File: src/rtl/seq_alu_if.sv
// Execute-stage ALU bus: operands and opcode from the datapath, result and stall/done back to it.
interface seq_alu_if #(
  parameter int WIDTH = 32
);
  logic [WIDTH-1:0] SrcA;
  logic [WIDTH-1:0] SrcB;
  logic [2:0]       ALUControl;
  logic             Start;
  logic [WIDTH-1:0] ALUResult;
  logic             Zero;
  logic             Busy;
  logic             Done;

  modport master (
    output SrcA, SrcB, ALUControl, Start,
    input  ALUResult, Zero, Busy, Done
  );

  modport slave (
    input  SrcA, SrcB, ALUControl, Start,
    output ALUResult, Zero, Busy, Done
  );
endinterface

File: src/rtl/seq_alu.sv
// Execute-stage ALU: single-cycle and/or/add/sub/slt plus an optional 32-step shift-add multiplier.
// The multiplier FSM exists only when SEQ_ALU_MUL_EN is defined; otherwise code 101 acts as add.
module seq_alu #(
  parameter int WIDTH = 32
) (
  input logic     clk,
  input logic     rst_n,
  seq_alu_if.slave bus
);

  localparam logic [2:0] OP_AND = 3'b000;
  localparam logic [2:0] OP_OR  = 3'b001;
  localparam logic [2:0] OP_ADD = 3'b010;
  localparam logic [2:0] OP_SUB = 3'b100;
  localparam logic [2:0] OP_SLT = 3'b110;
  localparam logic [2:0] OP_MUL = 3'b101;

  logic [WIDTH-1:0] sum_s;
  logic [WIDTH-1:0] diff_s;
  logic             slt_s;
  logic [WIDTH-1:0] comb_res_s;
  logic [WIDTH-1:0] result_s;
  logic             busy_s;
  logic             done_s;

  assign sum_s  = bus.SrcA + bus.SrcB;
  assign diff_s = bus.SrcA - bus.SrcB;
  assign slt_s  = ($signed(bus.SrcA) < $signed(bus.SrcB));

  // Zero-latency opcode decode; unused codes fall through to add.
  always_comb begin
    comb_res_s = sum_s;
    case (bus.ALUControl)
      OP_AND:  comb_res_s = bus.SrcA & bus.SrcB;
      OP_OR:   comb_res_s = bus.SrcA | bus.SrcB;
      OP_ADD:  comb_res_s = sum_s;
      OP_SUB:  comb_res_s = diff_s;
      OP_SLT:  comb_res_s = {{(WIDTH-1){1'b0}}, slt_s};
`ifdef SEQ_ALU_MUL_EN
      OP_MUL:  comb_res_s = {WIDTH{1'b0}};
`else
      OP_MUL:  comb_res_s = sum_s;
`endif
      default: comb_res_s = sum_s;
    endcase
  end

`ifdef SEQ_ALU_MUL_EN
  typedef enum logic [1:0] {
    IDLE = 2'd0,
    MUL  = 2'd1,
    DONE = 2'd2
  } state_t;

  localparam int            CW        = $clog2(WIDTH) + 1;
  localparam logic [CW-1:0] LAST_ITER = CW'(WIDTH - 1);
  localparam logic [CW-1:0] CNT_ONE   = CW'(1);

  state_t           state_r;
  logic [WIDTH-1:0] acc_r;
  logic [WIDTH-1:0] mcand_r;
  logic [WIDTH-1:0] mplier_r;
  logic [CW-1:0]    cnt_r;
  logic             launch_s;

  assign launch_s = (state_r == IDLE) && bus.Start && (bus.ALUControl == OP_MUL);

  // Multiply sequencer: latch operands, one shift-add per cycle, one DONE cycle.
  always_ff @(posedge clk or negedge rst_n) begin
    if (!rst_n) begin
      state_r  <= IDLE;
      acc_r    <= {WIDTH{1'b0}};
      mcand_r  <= {WIDTH{1'b0}};
      mplier_r <= {WIDTH{1'b0}};
      cnt_r    <= {CW{1'b0}};
    end else begin
      case (state_r)
        IDLE: begin
          if (launch_s) begin
            state_r  <= MUL;
            mcand_r  <= bus.SrcA;
            mplier_r <= bus.SrcB;
            acc_r    <= {WIDTH{1'b0}};
            cnt_r    <= {CW{1'b0}};
          end
        end
        MUL: begin
          if (mplier_r[0]) begin
            acc_r <= acc_r + mcand_r;
          end
          mcand_r  <= mcand_r << 1;
          mplier_r <= mplier_r >> 1;
          cnt_r    <= cnt_r + CNT_ONE;
          if (cnt_r == LAST_ITER) begin
            state_r <= DONE;
          end
        end
        DONE:    state_r <= IDLE;
        default: state_r <= IDLE;
      endcase
    end
  end

  // Stall is raised in the launch cycle itself so PC/writeback hold immediately.
  always_comb begin
    result_s = comb_res_s;
    if (state_r == DONE) begin
      result_s = acc_r;
    end else begin
      result_s = comb_res_s;
    end
    busy_s = rst_n && (launch_s || (state_r == MUL));
    done_s = rst_n && (state_r == DONE);
  end
`else
  logic unused_s;

  assign unused_s = clk ^ rst_n ^ bus.Start;

  // Purely combinational build: no stall, no completion pulse.
  always_comb begin
    result_s = comb_res_s;
    busy_s   = 1'b0;
    done_s   = 1'b0;
  end
`endif

  assign bus.ALUResult = result_s;
  assign bus.Zero      = (result_s == {WIDTH{1'b0}});
  assign bus.Busy      = busy_s;
  assign bus.Done      = done_s;

endmodule

File: src/flat_wrapper.sv
// flat-port wrapper written by rule: the top's interface ports become plain ports
module seq_alu_flat 
#(
  parameter int WIDTH = 32
)
  (clk, rst_n, bus_SrcA, bus_SrcB, bus_ALUControl, bus_Start, bus_ALUResult, bus_Zero, bus_Busy, bus_Done);
  seq_alu_if #(.WIDTH(WIDTH)) bus_i ();
  input logic clk;
  input logic rst_n;
  input wire logic [$bits(bus_i.SrcA)-1:0] bus_SrcA;
  input wire logic [$bits(bus_i.SrcB)-1:0] bus_SrcB;
  input wire logic [$bits(bus_i.ALUControl)-1:0] bus_ALUControl;
  input wire logic [$bits(bus_i.Start)-1:0] bus_Start;
  output wire logic [$bits(bus_i.ALUResult)-1:0] bus_ALUResult;
  output wire logic [$bits(bus_i.Zero)-1:0] bus_Zero;
  output wire logic [$bits(bus_i.Busy)-1:0] bus_Busy;
  output wire logic [$bits(bus_i.Done)-1:0] bus_Done;
  assign bus_i.SrcA = bus_SrcA;
  assign bus_i.SrcB = bus_SrcB;
  assign bus_i.ALUControl = bus_ALUControl;
  assign bus_i.Start = bus_Start;
  assign bus_ALUResult = bus_i.ALUResult;
  assign bus_Zero = bus_i.Zero;
  assign bus_Busy = bus_i.Busy;
  assign bus_Done = bus_i.Done;
  seq_alu #(.WIDTH(WIDTH)) u_core (.clk(clk), .rst_n(rst_n), .bus(bus_i));
endmodule
File: config.mk
export PLATFORM = sky130hd
export DESIGN_NAME = seq_alu_flat
export DESIGN_NICKNAME = d
export VERILOG_FILES = /design/src/rtl/seq_alu_if.sv /design/src/rtl/seq_alu.sv /design/src/flat_wrapper.sv
export SDC_FILE = /design/constraint.sdc
export NUM_CORES = 1
export LEC_CHECK = 0
export CAP_MARGIN = 25
export CORE_MARGIN = 5
export CORE_UTILIZATION = 40
export DETAILED_ROUTE_END_ITERATION = 10
export MAX_ROUTING_LAYER = met4
export SETUP_SLACK_MARGIN = 0.3
export SLEW_MARGIN = 20
export SYNTH_ARGS = -nofsm -noshare
export SYNTH_HDL_FRONTEND = slang
export SYNTH_SLANG_ARGS = --single-unit
export TNS_END_PERCENT = 20
File: constraint.sdc
create_clock -name vclk -period 18.1
set_clock_uncertainty 0.15 [all_clocks]
set_input_delay 5.43 -clock vclk [all_inputs]
set_output_delay 5.43 -clock vclk [all_outputs]
set_load 0.02 [all_outputs]
== Yosys cells after proc, flatten, opt, wreduce, memory -nomap -nowiden ==
Index checks and enable logic that the tools add are counted.

* Register bits: 0
* Input bits: 70

* Add/subtract/negate cells: 2
* $lt $le $gt $ge: 1
* Equality and inequality tests: 3
* Muxes and demuxes: 1
* Bitwise gates (word level): 2
* Reductions and logical operators: 2

{| class="wikitable"
|+ Operator list
! cell !! number
|-
| 32-bit case mux with 4 select lines || 1
|-
| 32-bit adder || 1
|-
| 32-bit AND || 1
|-
| 32-bit zero test || 1
|-
| 32-bit less-than comparator || 1
|-
| 32-bit bitwise OR || 1
|-
| 32-bit subtractor || 1
|-
| 3-bit == test, second input constant || 2
|-
| 3-bit by 1-bit == test with 1-bit output, second input constant || 1
|-
| 3-bit zero test || 1
|}

== Longest topological paths before layout ==
Gate-level depths: netlist of run 1.

* Depth in word-level cells: 3
* Depth in mapped cells: 15
* Gate-level depth less buffers: 15

== Least setup slack after synthesis of run 1 ==
OpenSTA, ideal clock, no wires.

* Path kind: input to output
* Start: input port bus_SrcB[2]
* End: output port bus_Zero
* Arrival: 9005 ps
* Data required time: 12520 ps
* Setup slack: 3515 ps
* Cell stages on the path: 13
* Buffers on the path: 0
* Cells stage by stage: inv_1 ha_1 nand2b_1 a2111o_1 a21o_1 and3_4 a21oi_2 o41ai_1 a21oi_1 o21ai_0 or4_1 or4b_1 nor4b_2

* Cells in the longest elaborated chain, start to end: 3

{| class="wikitable"
|+ RTL lines
! item !! RTL line !! source
|-
| from (decl) || flat_wrapper.sv:11 || <nowiki>input wire logic [$bits(bus_i.SrcB)-1:0] bus_SrcB;</nowiki>
|-
| 32-bit adder / 32-bit subtractor (equally long branches) || seq_alu.sv:26, seq_alu.sv:27 ||
|-
| 32-bit case mux with 4 select lines * || seq_alu.sv:33 || <nowiki>case (bus.ALUControl)</nowiki>
|-
| named net bus_ALUResult[26] || flat_wrapper.sv:14 || <nowiki>output wire logic [$bits(bus_i.ALUResult)-1:0] bus_ALUResult;</nowiki>
|-
| 32-bit zero test * || seq_alu.sv:129 || <nowiki>assign bus.Zero = (result_s == {WIDTH{1'b0}});</nowiki>
|-
| to (decl) || flat_wrapper.sv:15 || <nowiki>output wire logic [$bits(bus_i.Zero)-1:0] bus_Zero;</nowiki>
|}

The timed path passes the listed nets; every way through them passes the cells marked *.

== Final worst setup path of run 1 ==
* Start: input port bus_SrcA[1]
* End: output port bus_Zero

* Cells in the longest elaborated chain, start to end: 3

{| class="wikitable"
|+ RTL lines
! item !! RTL line !! source
|-
| from (decl) || flat_wrapper.sv:10 || <nowiki>input wire logic [$bits(bus_i.SrcA)-1:0] bus_SrcA;</nowiki>
|-
| 32-bit adder (tied with other cells) || seq_alu.sv:26 || <nowiki>assign sum_s = bus.SrcA + bus.SrcB;</nowiki>
|-
| 32-bit case mux with 4 select lines * || seq_alu.sv:33 ||
|-
| 32-bit zero test * || seq_alu.sv:129 ||
|}

Every way passes the cells marked *; elsewhere a longest branch is shown, timed or not.

==> results of run 1 <==
[power by group through the flow]
stage                     Combinational (mW)  Clock (mW)  Sequential [mW]
after CTS                              0.250           0                0
after detailed placement               0.249           0                0
after floorplan                        0.161           0                0
after global placement                 0.249           0                0
after global routing                   0.275           0                0
final                                  0.254           0                0
[layout make-up]
| class | instances | share of cell area (%) |
|---|---|---|
| Inverter | 99 | 5.51 |
| Multi-Input combinational cell | 735 | 75.4 |
| Tap cell | 180 | 3.34 |
| Timing Repair Buffer | 109 | 15.8 |
[cells in the mapped netlist, types with 4 or more instances]
| cell type | count |
|---|---|
| o21bai_1 | 9 |
| o221ai_1 | 8 |
| mux2i_1 | 9 |
| a31oi_1 | 7 |
| and2_1 | 9 |
| buf_2 | 13 |
| xnor2_1 | 7 |
| nor3_1 | 20 |
| a21oi_1 | 90 |
| o21ai_1 | 4 |
| a211o_1 | 5 |
| o21ai_0 | 46 |
| nor2b_1 | 12 |
| nor4_1 | 9 |
| a221oi_1 | 9 |
| ha_1 | 96 |
| nand3_1 | 21 |
| a21o_1 | 19 |
| and3_1 | 6 |
| nor2_1 | 93 |
| o22ai_1 | 6 |
| inv_2 | 5 |
| buf_4 | 4 |
| o31ai_1 | 11 |
| a211oi_1 | 14 |
| a2bb2oi_1 | 4 |
| o221a_2 | 4 |
| or3_1 | 4 |
| nand4_1 | 11 |
| inv_1 | 93 |
| nand2b_1 | 16 |
| a2111oi_0 | 4 |
| o41ai_1 | 5 |
| o21a_1 | 6 |
| clkbuf_1 | 30 |
| nand2_1 | 74 |
| o211ai_1 | 15 |
[metrics by stage]
stage | instances | hold slack (ns) | instance area (um^2)
floorplan | 884 | 10.99 | 5670
global placement | 1123 | 11.95 | 6750
detailed placement | 1123 | 11.95 | 6750
CTS | 1123 | 11.95 | 6750
global route | 1123 | 12.02 | 6750
finish | 1123 | 11.95 | 6750
[worst min-delay path, stage by stage]
cell	delay [ns]
buf_2	0.30
nand2_1	0.13
o211ai_1	0.07
nand4_1	0.11
clkdlybuf4s50_1	0.62
[how the worst min path moves through the flow]
| stage | from | end | slack (ns) | cells past startpoint |
|---|---|---|---|---|
| 2_1_floorplan | bus_ALUControl[1] | bus_ALUResult[3] | 10.99 | 2 |
| 3_3_place_gp | bus_ALUControl[0] | bus_ALUResult[20] | 11.95 | 5 |
| 3_5_place_dp | bus_ALUControl[0] | bus_ALUResult[20] | 11.95 | 5 |
| 4_1_cts | bus_ALUControl[0] | bus_ALUResult[20] | 11.95 | 5 |
| 5_1_grt | bus_ALUControl[0] | bus_ALUResult[20] | 12.02 | 5 |
| 6_report | bus_ALUControl[0] | bus_ALUResult[20] | 11.95 | 5 |
[metal layers]
layer | vias to the layer above | global-route usage (%) | part of all wire, %
met2 | 285 | 38.0 | 44
met3 | 16 | 2.14 | 8.9
li1 | 3323 | - | -
met4 | 0 | 1.91 | 0.65
met1 | 3195 | 36.5 | 47
met5 | - | - | 0
[layout by cell type (no fill, tap or decap), types with 7 or more instances in the layout]
master | Yosys | routed
xnor2_1 | 7 | 7
a31oi_1 | 7 | 7
ha_1 | 96 | 96
and2_1 | 9 | 9
nand2b_1 | 16 | 16
o31ai_1 | 11 | 11
buf_4 | 4 | 9
o21ai_0 | 46 | 46
inv_1 | 93 | 93
nor2b_1 | 12 | 12
nand4_1 | 11 | 11
mux2i_1 | 9 | 8
nand2_1 | 74 | 74
nor3_1 | 20 | 20
nor4_1 | 9 | 9
clkdlybuf4s50_1 | 0 | 99
a221oi_1 | 9 | 9
nand3_1 | 21 | 21
a211oi_1 | 14 | 14
o211ai_1 | 15 | 15
nor2_1 | 93 | 93
a21o_1 | 19 | 19
a21oi_1 | 90 | 90
o221ai_1 | 8 | 8
o21bai_1 | 9 | 9
[cells by family (layout without fill, tap and decap cells)]
logic type | count (synthesis) | in the layout | synth area share, %
and+or+nand+nor | 298 | 298 | 25.6
buffers and inverters | 149 | 208 | 10.4
other | 1 | 2 | 0.0662
muxes | 12 | 12 | 2.19
adders and majority gates | 98 | 98 | 21.9
AOI/OAI and AO/OA | 317 | 317 | 38.6
xor gates and xnor gates | 8 | 8 | 1.24
==> reports/results.tsv, run 1 <==
stage	metric	value	unit
global_route	grt_max_degree	34	
power	peakVddDrop	0.0000160	V
global_route	antenna_found_initial	0	
die	core	13900	um^2
power	switching_share	60.0	%
global_route	grt_remaining_overflow	0	
routing	drtIter0Drc	730	
worst_setup_path	path_cells	clkdlybuf4s50_1 > inv_1 > ha_1 > nor2_1 > o311ai_1 > a211oi_2 > o21ai_2 > o221ai_1 > a41oi_1 > o21ai_0 > a2111oi_0 > mux2i_1 > a21oi_1 > nor4b_2 > clkdlybuf4s50_1	
sta	finalCriticalPeriod	16.32	ns
worst_setup_path	path_max_fanout	6	
routing	first_pass_iters	5	
yosys	synth_top_cells_by_area	ha_1 21%, a21oi_1 8.0%, inv_1 6.2%	
worst_setup_path	crit_cells	15	
die	die_h	129	um
job	drv_cap	0	
sta	slew_viol_final	0	
placed_design	routabilityCongestion	0.997	
power	finalPower	0.254	mW
routing	wl	20800	um
sta	fmaxAchievable	61.3	MHz
layout	area_growth	19.1	%
yosys	syn_inst	883	
power	clock_power_share	0	%
routing	vias	6819	
power	power_frac_comb	100.0	%
placed_design	hpwlAfterDp	16500	um
die	dieArea	16600	um^2
sta	fin_tns_setup	0	ns
layout	fillers	1496	
die	initial_core_util	40.8	%
layout	multi_input_area	5090	um^2
yosys	seq_area_frac_synth	0	%
layout	diodes	0	
status	status	finished, final reports clean	
power	power.switching	0.152	mW
sta	worst_slack	1.78	ns
yosys	synth_area_leader_cell	ha_1	
worst_setup_path	critPathSlowestCell	clkdlybuf4s50_1	
global_route	grt_pass1_vias	6174	
worst_setup_path	crit_path_end_kind	output port	
worst_setup_path	critPathLaunchType	primary input	
die	die_w	129	um
power	power_frac_seq	0	%
power	power_density	37.6	nW/um^2
worst_setup_path	startpoint	bus_SrcA[1]	
clocking	cts-hold-fix-buffers	0	
worst_setup_path	critical_path.top_delay_family	compound AO/OA/AOI/OAI gates	
layout	drive_gt1_share	4.45	%
sta	slew-limit-headroom	31.7	%
hold_path	hold_path_class	in -> out	
worst_setup_path	required	12.52	ns
sta	post-route-period-util	90.1	%
clocking	cts_resized	0	
layout	seq_cell_count	0	
placed_design	pre_cts_ws	1.91	ns
worst_setup_path	path_buf_inv	3	
routing	wl_per_cell	18.6	um
worst_setup_path	worstSetupEndpoint	bus_Zero	
power	p_int	0.101	mW
routing	viasPerCell	6.07	
yosys	synth.avg_cell_area	6.42	um^2
layout	seq_area	0	um^2
layout	n_clock_buffer	0	
power	p_leak	2.95	nW
sta	rsz0062_at_grt	no	
global_route	globalRouteTotalUtil	24.7	%
yosys	ys_types	89	
yosys	ys_warn_count	0	
routing	remaining_drc_errors	0	
worst_setup_path	crit_top_cell	clkdlybuf4s50_1	
die	io_pins	105	
sta	finalSetupViolations	0	
layout	final_core_util	48.6	%
clocking	cts_setup_buffers	0	
placed_design	port_buffers	100	
worst_setup_path	path_class	in -> out	
layout	nets	1113	
yosys	syn_area	5670	um^2
routing	ant_nets	0	
worst_setup_path	cp_data_arrival_time	10.74	ns
worst_setup_path	max_stage_delay	0.65	ns
sta	tightestPinTransition	1.02	ns
sta	hold_viol_final	0	
global_route	grt_pass1_wl	32700	um
yosys	synth_top_area_share	21.2	%
die	rows	43	
Note: power is estimated with default switching activity, not from simulation.
==> run 2: changes to the inputs <==
--- a/config.mk
+++ b/config.mk
@@ -9,6 +9,7 @@
 export CORE_MARGIN = 5
 export CORE_UTILIZATION = 40
 export DETAILED_ROUTE_END_ITERATION = 10
+export DONT_BUFFER_PORTS = 1
 export MAX_ROUTING_LAYER = met4
 export SETUP_SLACK_MARGIN = 0.3
 export SLEW_MARGIN = 20
==> constraint.sdc (replaced) <==
create_clock -name vclk -period 15.5
set_clock_uncertainty 0.15 [all_clocks]
set_input_delay 4.65 -clock vclk [all_inputs]
set_output_delay 4.65 -clock vclk [all_outputs]
set_load 0.1 [all_outputs]
==> run 2 against run 1 <==
Against the previous run:
- power rose by 53%
- worst setup slack got worse by 0.40 ns
- sequential cell count did not move
- critical endpoint unchanged
- critical path depth fell by 1
- non-clock buffer count fell by 74
- sequential share of layout area did not move
==> reports/results.tsv, run 2 (synthesis results as in run 1) <==
stage	metric	value	unit
hold_path	min_from	bus_ALUControl[1]	
die	rows	43	
layout	multi_input_area	5280	um^2
routing	vias	6602	
global_route	antenna_found_initial	0	
sta	finalCriticalPeriod	14.12	ns
sta	hold_viol_final	0	
worst_setup_path	critPathLaunchType	primary input	
global_route	met1_usage	33.4	%
sta	tightestPinTransition	1.20	ns
global_route	grt_remaining_overflow	0	
placed_design	routabilityCongestion	0.946	
layout	layout_commonest_cell	ha_1	
routing	first_pass_iters	6	
routing	drtIter0Drc	678	
sta	post-route-period-util	91.1	%
worst_setup_path	crit_path_end_kind	output port	
global_route	grt_max_degree	53	
clocking	cts-hold-fix-buffers	0	
worst_setup_path	path_buf_inv	3	
sta	fin_tns_setup	0	ns
hold_path	hold_path_class	in -> out	
worst_setup_path	startpoint	bus_SrcB[6]	
power	peakVddDrop	0.0000335	V
power	p_leak	2.79	nW
layout	layout_common_cells	95 x ha_1, 93 x inv_1, 92 x nor2_1, 87 x a21oi_1, 74 x nand2_1	
die	io_pins	105	
worst_setup_path	crit_top_cell	buf_4	
global_route	globalRouteTotalUtil	23.8	%
die	dieArea	16600	um^2
worst_setup_path	path_class	in -> out	
global_route	gr-usage-met2	37.6	%
global_route	grt_pass1_wl	31900	um
routing	viasPerCell	6.29	
worst_setup_path	max_stage_delay	0.71	ns
global_route	grt_pass1_vias	6020	
layout	fillers	1466	
worst_setup_path	critical_path.top_delay_family	compound AO/OA/AOI/OAI gates	
layout	seq_area	0	um^2
sta	slew-limit-headroom	20.3	%
clocking	cts_resized	0	
worst_setup_path	path_cells	inv_1 > ha_1 > a211o_1 > o211ai_1 > a2111oi_2 > o311ai_1 > nand3_1 > o21ai_0 > a221oi_4 > buf_4 > or4_1 > or4b_1 > nor4b_4 > buf_4	
sta	slew_viol_final	0	
layout	nets	1039	
sta	fmaxAchievable	70.8	MHz
layout	drive_gt1_share	10.5	%
routing	remaining_drc_errors	0	
die	die_h	129	um
sta	finalSetupViolations	0	
power	power_density	61.9	nW/um^2
routing	ant_nets	0	
layout	seq_cell_count	0	
layout	n_clock_buffer	0	
sta	rsz0062_at_grt	no	
die	core	13900	um^2
worst_setup_path	path_max_fanout	13	
clocking	cts_setup_buffers	0	
die	die_w	129	um
layout	diodes	0	
routing	wl_per_cell	19.5	um
die	initial_core_util	40.8	%
status	status	finished, final reports clean	
worst_setup_path	required	10.70	ns
job	drv_cap	0	
placed_design	hpwlAfterDp	16100	um
worst_setup_path	critPathSlowestCell	o311ai_1	
global_route	top_usage_layer	met2	
placed_design	port_buffers	0	
routing	wl	20400	um
worst_setup_path	cp_data_arrival_time	9.32	ns
global_route	use_met3	2.27	%
power	finalPower	0.389	mW
layout	area_growth	10.8	%
-- run 2: changes by cell type in the layout (fill, tap and decap cells not counted), sizes merged --
| cell | change |
|---|---|
| clkdlybuf4s50 | -99 |
| clkbuf | +1 |
| buf | +24 |
-- run 2: worst paths after layout --
path	endpoint	depth (start not counted)
setup / recovery	bus_Zero	14
hold / removal	bus_ALUResult[1]	2
-- run 2: cell type report --
| class | count | area share [%] |
|---|---|---|
| timing repair buffer | 35 | 6.32 |
| multi-input combinational | 735 | 84.2 |
| tap | 180 | 3.59 |
| inverter | 99 | 5.92 |
-- run 2: where the power goes --
part           internal (mW)  leakage [nW]  switching (mW)
clock network              0             0               0
registers                  0             0               0
logic                  0.115          2.79           0.273
total                  0.115          2.79           0.273
-- run 2: per-stage QoR --
stage               hold slack [ns]  util [%]  cells  area [um^2]  worst slack, ns
floorplan                      9.83         -    884         5690            0.302
finish                         9.42      45.2   1049         6280             1.38
global placement               9.42      44.8   1045         6210             1.51
global route                   9.43      45.2   1049         6280             1.12
CTS                            9.42      45.2   1048         6270             1.46
detailed placement             9.42      45.2   1048         6270             1.46
-- run 2: metal layers --
metal / vias to the layer above / share of wire [%]
met2: 308 / 44
met5: - / 0
met3: 35 / 9.0
met4: 0 / 1.8
met1: 3071 / 45
li1: 3188 / -
